File: src/rtl/imap_stream_biu.sv
// Input-feature-map stream BIU: issues credit-limited bus reads and forwards in-order
// responses to the MAC imap buffer. Define IMAP_STREAM_BIU_ADDR_CHK_EN for response address checking.
module imap_stream_biu #(
    parameter int DATA_W   = 32,
    parameter int ADDR_W   = 32,
    parameter int MAX_OSTD = 4
) (
    input  logic              clk,
    input  logic              rst,
    input  logic              imap_start,
    output logic              imap_done,
    output logic              imap_busy,
    input  logic [7:0]        in_ch,
    input  logic [15:0]       map_size,
    input  logic [ADDR_W-1:0] imap_base_addr,
    output logic              imap_biu2arb_req,
    output logic [ADDR_W-1:0] imap_biu2arb_addr,
    output logic              imap_biu2arb_vld,
    input  logic              imap_biu2arb_rdy,
    input  logic [ADDR_W-1:0] arb2imap_biu_addr,
    input  logic [DATA_W-1:0] arb2imap_biu_data,
    input  logic              arb2imap_biu_vld,
    output logic              arb2imap_biu_rdy,
    output logic [23:0]       imap_waddr,
    output logic [DATA_W-1:0] imap_wdata,
    output logic              imap_wen,
    input  logic              imap_wrdy,
    output logic              imap_err
);
    localparam int PW = $clog2(MAX_OSTD);
    localparam int CW = PW + 1;
    localparam logic [ADDR_W-1:0] STRIDE = ADDR_W'(DATA_W / 8);

    typedef enum logic [1:0] {IDLE, RUN, DRAIN, DONE} state_t;

    state_t            state, state_nxt;
    logic [23:0]       total, iss_cnt, start_total;
    logic [CW-1:0]     credit, credit_nxt, fifo_cnt;
    logic [PW-1:0]     wr_ptr, rd_ptr;
    logic [DATA_W-1:0] fifo_mem [MAX_OSTD];
    logic              start_acc, addr_hs, push, pop, fifo_full, fifo_empty;
    logic              draining, last_addr, last_write;

    assign start_total = 24'(in_ch) * 24'(map_size);
    assign start_acc   = imap_start && (state == IDLE);
    assign addr_hs     = imap_biu2arb_vld && imap_biu2arb_rdy;
    assign draining    = (state == RUN) || (state == DRAIN);
    assign fifo_full   = (fifo_cnt == CW'(MAX_OSTD));
    assign fifo_empty  = (fifo_cnt == '0);

    // Outside RUN/DRAIN responses are always accepted and dropped (late data after reset).
    assign arb2imap_biu_rdy = draining ? !fifo_full : 1'b1;
    assign push       = arb2imap_biu_vld && arb2imap_biu_rdy && draining;
    assign imap_wen   = !fifo_empty;
    assign imap_wdata = fifo_mem[rd_ptr];
    assign pop        = imap_wen && imap_wrdy;
    assign last_addr  = addr_hs && (iss_cnt == total - 24'd1);
    assign last_write = pop && (imap_waddr == total - 24'd1);
    assign credit_nxt = credit + CW'(addr_hs) - CW'(pop);

    always_comb begin
        state_nxt = state;
        case (state)
            IDLE:    if (start_acc) state_nxt = (start_total == '0) ? DONE : RUN;
            RUN:     if (last_addr) state_nxt = DRAIN;
            DRAIN:   if (last_write) state_nxt = DONE;
            DONE:    state_nxt = IDLE;
            default: state_nxt = IDLE;
        endcase
    end

    always_ff @(posedge clk or posedge rst) begin
        if (rst) begin
            state             <= IDLE;
            credit            <= '0;
            total             <= '0;
            iss_cnt           <= '0;
            imap_busy         <= 1'b0;
            imap_done         <= 1'b0;
            imap_biu2arb_req  <= 1'b0;
            imap_biu2arb_vld  <= 1'b0;
            imap_biu2arb_addr <= '0;
            imap_waddr        <= '0;
        end else begin
            state            <= state_nxt;
            credit           <= credit_nxt;
            imap_busy        <= (state_nxt != IDLE);
            imap_done        <= (state_nxt == DONE);
            imap_biu2arb_req <= (state_nxt == RUN);
            imap_biu2arb_vld <= (state_nxt == RUN) && (credit_nxt < CW'(MAX_OSTD));
            if (start_acc) begin
                total             <= start_total;
                iss_cnt           <= '0;
                imap_waddr        <= '0;
                imap_biu2arb_addr <= imap_base_addr;
            end else begin
                if (addr_hs) begin
                    iss_cnt           <= iss_cnt + 24'd1;
                    imap_biu2arb_addr <= imap_biu2arb_addr + STRIDE;
                end
                if (pop) imap_waddr <= imap_waddr + 24'd1;
            end
        end
    end

    always_ff @(posedge clk or posedge rst) begin
        if (rst) begin
            wr_ptr   <= '0;
            rd_ptr   <= '0;
            fifo_cnt <= '0;
            for (int unsigned i = 0; i < MAX_OSTD; i++) fifo_mem[i] <= '0;
        end else begin
            if (push) begin
                fifo_mem[wr_ptr] <= arb2imap_biu_data;
                wr_ptr           <= wr_ptr + 1'b1;
            end
            if (pop) rd_ptr <= rd_ptr + 1'b1;
            fifo_cnt <= fifo_cnt + CW'(push) - CW'(pop);
        end
    end

`ifdef IMAP_STREAM_BIU_ADDR_CHK_EN
    logic [ADDR_W-1:0] rsp_addr_exp;

    always_ff @(posedge clk or posedge rst) begin
        if (rst) begin
            imap_err     <= 1'b0;
            rsp_addr_exp <= '0;
        end else if (start_acc) begin
            imap_err     <= 1'b0;
            rsp_addr_exp <= imap_base_addr;
        end else if (push) begin
            rsp_addr_exp <= rsp_addr_exp + STRIDE;
            if (arb2imap_biu_addr != rsp_addr_exp) imap_err <= 1'b1;
        end
    end
`else
    logic unused_rsp_addr;
    assign unused_rsp_addr = ^arb2imap_biu_addr;
    assign imap_err        = 1'b0;
`endif

endmodule

File: config.mk
export PLATFORM = sky130hd
export DESIGN_NAME = imap_stream_biu
export DESIGN_NICKNAME = d
export VERILOG_FILES = /design/src/rtl/imap_stream_biu.sv
export SDC_FILE = /design/constraint.sdc
export NUM_CORES = 1
export LEC_CHECK = 0
export ABC_AREA = 1
export BUFFER_PORTS_ARGS = -buffer_cell sky130_fd_sc_hd__buf_2
export CAP_MARGIN = 20
export CORE_MARGIN = 2
export CORE_UTILIZATION = 40
export CTS_CLUSTER_SIZE = 14
export DETAILED_ROUTE_END_ITERATION = 16
export HOLD_SLACK_MARGIN = 0.1
export SLEW_MARGIN = 0
export SYNTH_ARGS = -nofsm -noshare
export SYNTH_HDL_FRONTEND = slang
export SYNTH_SLANG_ARGS = --single-unit
File: constraint.sdc
create_clock -name clk -period 17.3 [get_ports clk]
set_input_delay 2.595 -clock clk [delete_from_list [all_inputs] [get_ports clk]]
set_output_delay 2.595 -clock clk [all_outputs]
set_load 0.01 [all_outputs]
==> metrics.cfg <==
[clock_tree]
cts_max_level=1
cts_buffers=30
cts_resized=0
clock_latency_ps=570
clock_sinks=248
holdBufCountCts=0
cts_tree=done
clk_pin_slew_ps=60
cts_buffer_depth=3
cts_setup_buffers=0
clockRootBuffer=clkbuf_16

[finish]
register_area_um2=6210
fillers=4410
drive_above_1_share_pct=18.0
antenna_cells=0
postLayoutCellArea_um2=20400
area_growth_pct=13.4
multi_input_area_um2=9980
final_nets=2688

[critical_path]
r2r-start=state[0]
path_max_fanout=16
path_class=input port to register
cp-startpoint=in_ch[7]
regToRegSetupSlack_ps=13930
worst_setup_path_end_kind=register
startpoint_type=input port
critPathArrivalTime_ps=7350
cpMaxStageDelayCell=fa_1
r2r_cells=10
critical_path.max_stage_delay_ps=550
path_common_cell=nand2_1
rr_endpoint=iss_cnt[23]
required_ps=17760

[detailed_routing]
vias=15500
wirelength_um=47200
vias_per_cell=5.11
firstDrtPassIters=5
drt_iter0_markers=999
route.antenna.remaining_nets=0
drc_errors=0
wl_per_cell_um=15.6

[sta]
tightest_slew_ps=881
slew_headroom_pct=41.3
max_freq_mhz=145
grt_setup_unrepaired=false
setup_viol=0
finalSetupTns_ps=0
worst_slack_ps=10410
worst_clock_skew_ps=17.5
finalHoldViolCount=0
slew_viol_final=0
min_period_ps=6890
fin_crit_sh_pct=39.9

[pwr]
vdd_drop_max_uv=106
p_leak_nw=10.6
power_density_nw_per_um2=134

[yosys]
synthTopCellsByCount=nand2_1, inv_1, dfrtp_1
syn-instance-count=2273
ys_ff_latch=248
synth-async-reset-ratio_pct=100
synth.area.top_cells=dfrtp_1, nand2_1, fa_1, mux2_2, inv_1
ys_types=54
synth_edf_count=0
syn-mean-instance-area_um2=7.92
syn_nets=2545
yosysMostFrequentCell=nand2_1
yosysSeqAreaShare_pct=34.5
synth_area_um2=18000
synth_top_area_share_pct=34.5
synth_top_area_cell=dfrtp_1
yosys_warnings=0
synth-main-ff-cell=dfrtp_1

[placed_design]
gp_congestion=0.895
dpl_cell_area_um2=19400
place_ws_ps=9820
portBuffers=187
dp_hpwl_um=34100

[grt]
gr-usage-all-layers_pct=20.5
grt_max_degree=114
grt_pass1_wl_um=79100
overflow=0
first_global_vias=16000
antenna_found_initial=0

[die]
start_util_pct=40.6
dieWidth_um=216
fp.dieH_um=216
rows=77
io_pins=221
core-area_um2=44300
die-area_um2=46700

[hold_path]
min_to=imap_biu2arb_addr[1]
hold_depth=2
min_path_type=register to register
hp-start=imap_biu2arb_addr[1]

[outcome]
outcome=finished, final reports clean

[flow_run]
drv_cap=0

==> layout make-up <==
class	count	share of cell area, %
repair buffers	201	5.20
clock buffers	45	4.45
multi-input cells	1548	48.9
clock inverters	10	0.300
well taps	592	3.63
flip-flops and latches	248	30.4
inverters	387	7.15
==> how the worst max path moves through the flow <==
stage	endpoint	slack (ps)	depth (start not counted)
after floorplan	credit[0]	7890	1
after global placement	imap_biu2arb_vld	9870	25
after detailed placement	imap_biu2arb_vld	9820	23
after CTS	imap_biu2arb_vld	10410	23
after global routing	imap_biu2arb_vld	10080	25
final	imap_biu2arb_vld	10410	25
==> state kept, by name, summed over array words and instances, names as in the netlist, 2 cells and up <==
register and cells:
fifo_mem 128, imap_biu2arb_addr 32, imap_waddr 24, iss_cnt 24
total 24, credit 3, fifo_cnt 3, rd_ptr 2
state 2, wr_ptr 2
==> metrics by stage <==
stage	hold slack [ps]	util (%)	power (mW)	instances
after detailed placement	468	43.9	2.16	2976
after global routing	498	46.1	2.99	3031
final	477	46.1	2.75	3031
after floorplan	456	-	1.78	2273
after CTS	483	46.1	2.78	3031
after global placement	461	43.8	2.11	2975
==> where the power goes <==
group / total (mW) / switching (mW) / internal, mW / leakage, nW
Combinational: 1.28 / 0.747 / 0.534 / 7.26
Clock: 0.613 / 0.252 / 0.361 / 0.480
Sequential: 0.851 / 0.0939 / 0.757 / 2.87
==> layout by cell type, fill, tap and decap left out, drive strengths merged, types with 7 or more instances in the layout <==
cell / instances
nand2: 493
inv: 385
dfrtp: 248
nor2: 218
buf: 201
o21ai: 159
nand3: 148
mux2: 128
fa: 86
a21oi: 63
ha: 60
clkbuf: 45
o22ai: 43
nor3: 31
nand4: 27
xor2: 23
nor4: 13
clkinv: 10
nand3b: 8
o211ai: 8
xnor2: 7
==> layer usage <==
layer / global-route usage (%) / wire, um / up-vias
li1: - / - / 7551
met1: 26.2 / 21000 / 7518
met2: 36.4 / 23100 / 338
met3: 2.34 / 1840 / 85
met4: 6.37 / 1270 / 0
met5: 0 / 0 / -
==> worst max-delay path, delay by kind of cell <==
family	cells	cell delay (ps)
adder cells (fa/ha/maj)	5	2470
buffers and inverters	4	460
AO/OA/AOI/OAI	1	340
AND/OR/NAND/NOR	15	1480
==> logic make-up after synthesis <==
logic type               after synthesis  share of synthesized area, %
flip-flops                           248                          34.5
multiplexers                         128                          8.00
AND/OR/NAND/NOR                      942                          22.8
XOR/XNOR                              30                          1.46
buffers and inverters                477                          10.2
other                                  1                        0.0208
AO/OA/AOI/OAI                        301                          9.28
adder cells (fa/ha/maj)              146                          13.7
Power figures use the tool's default switching activity.
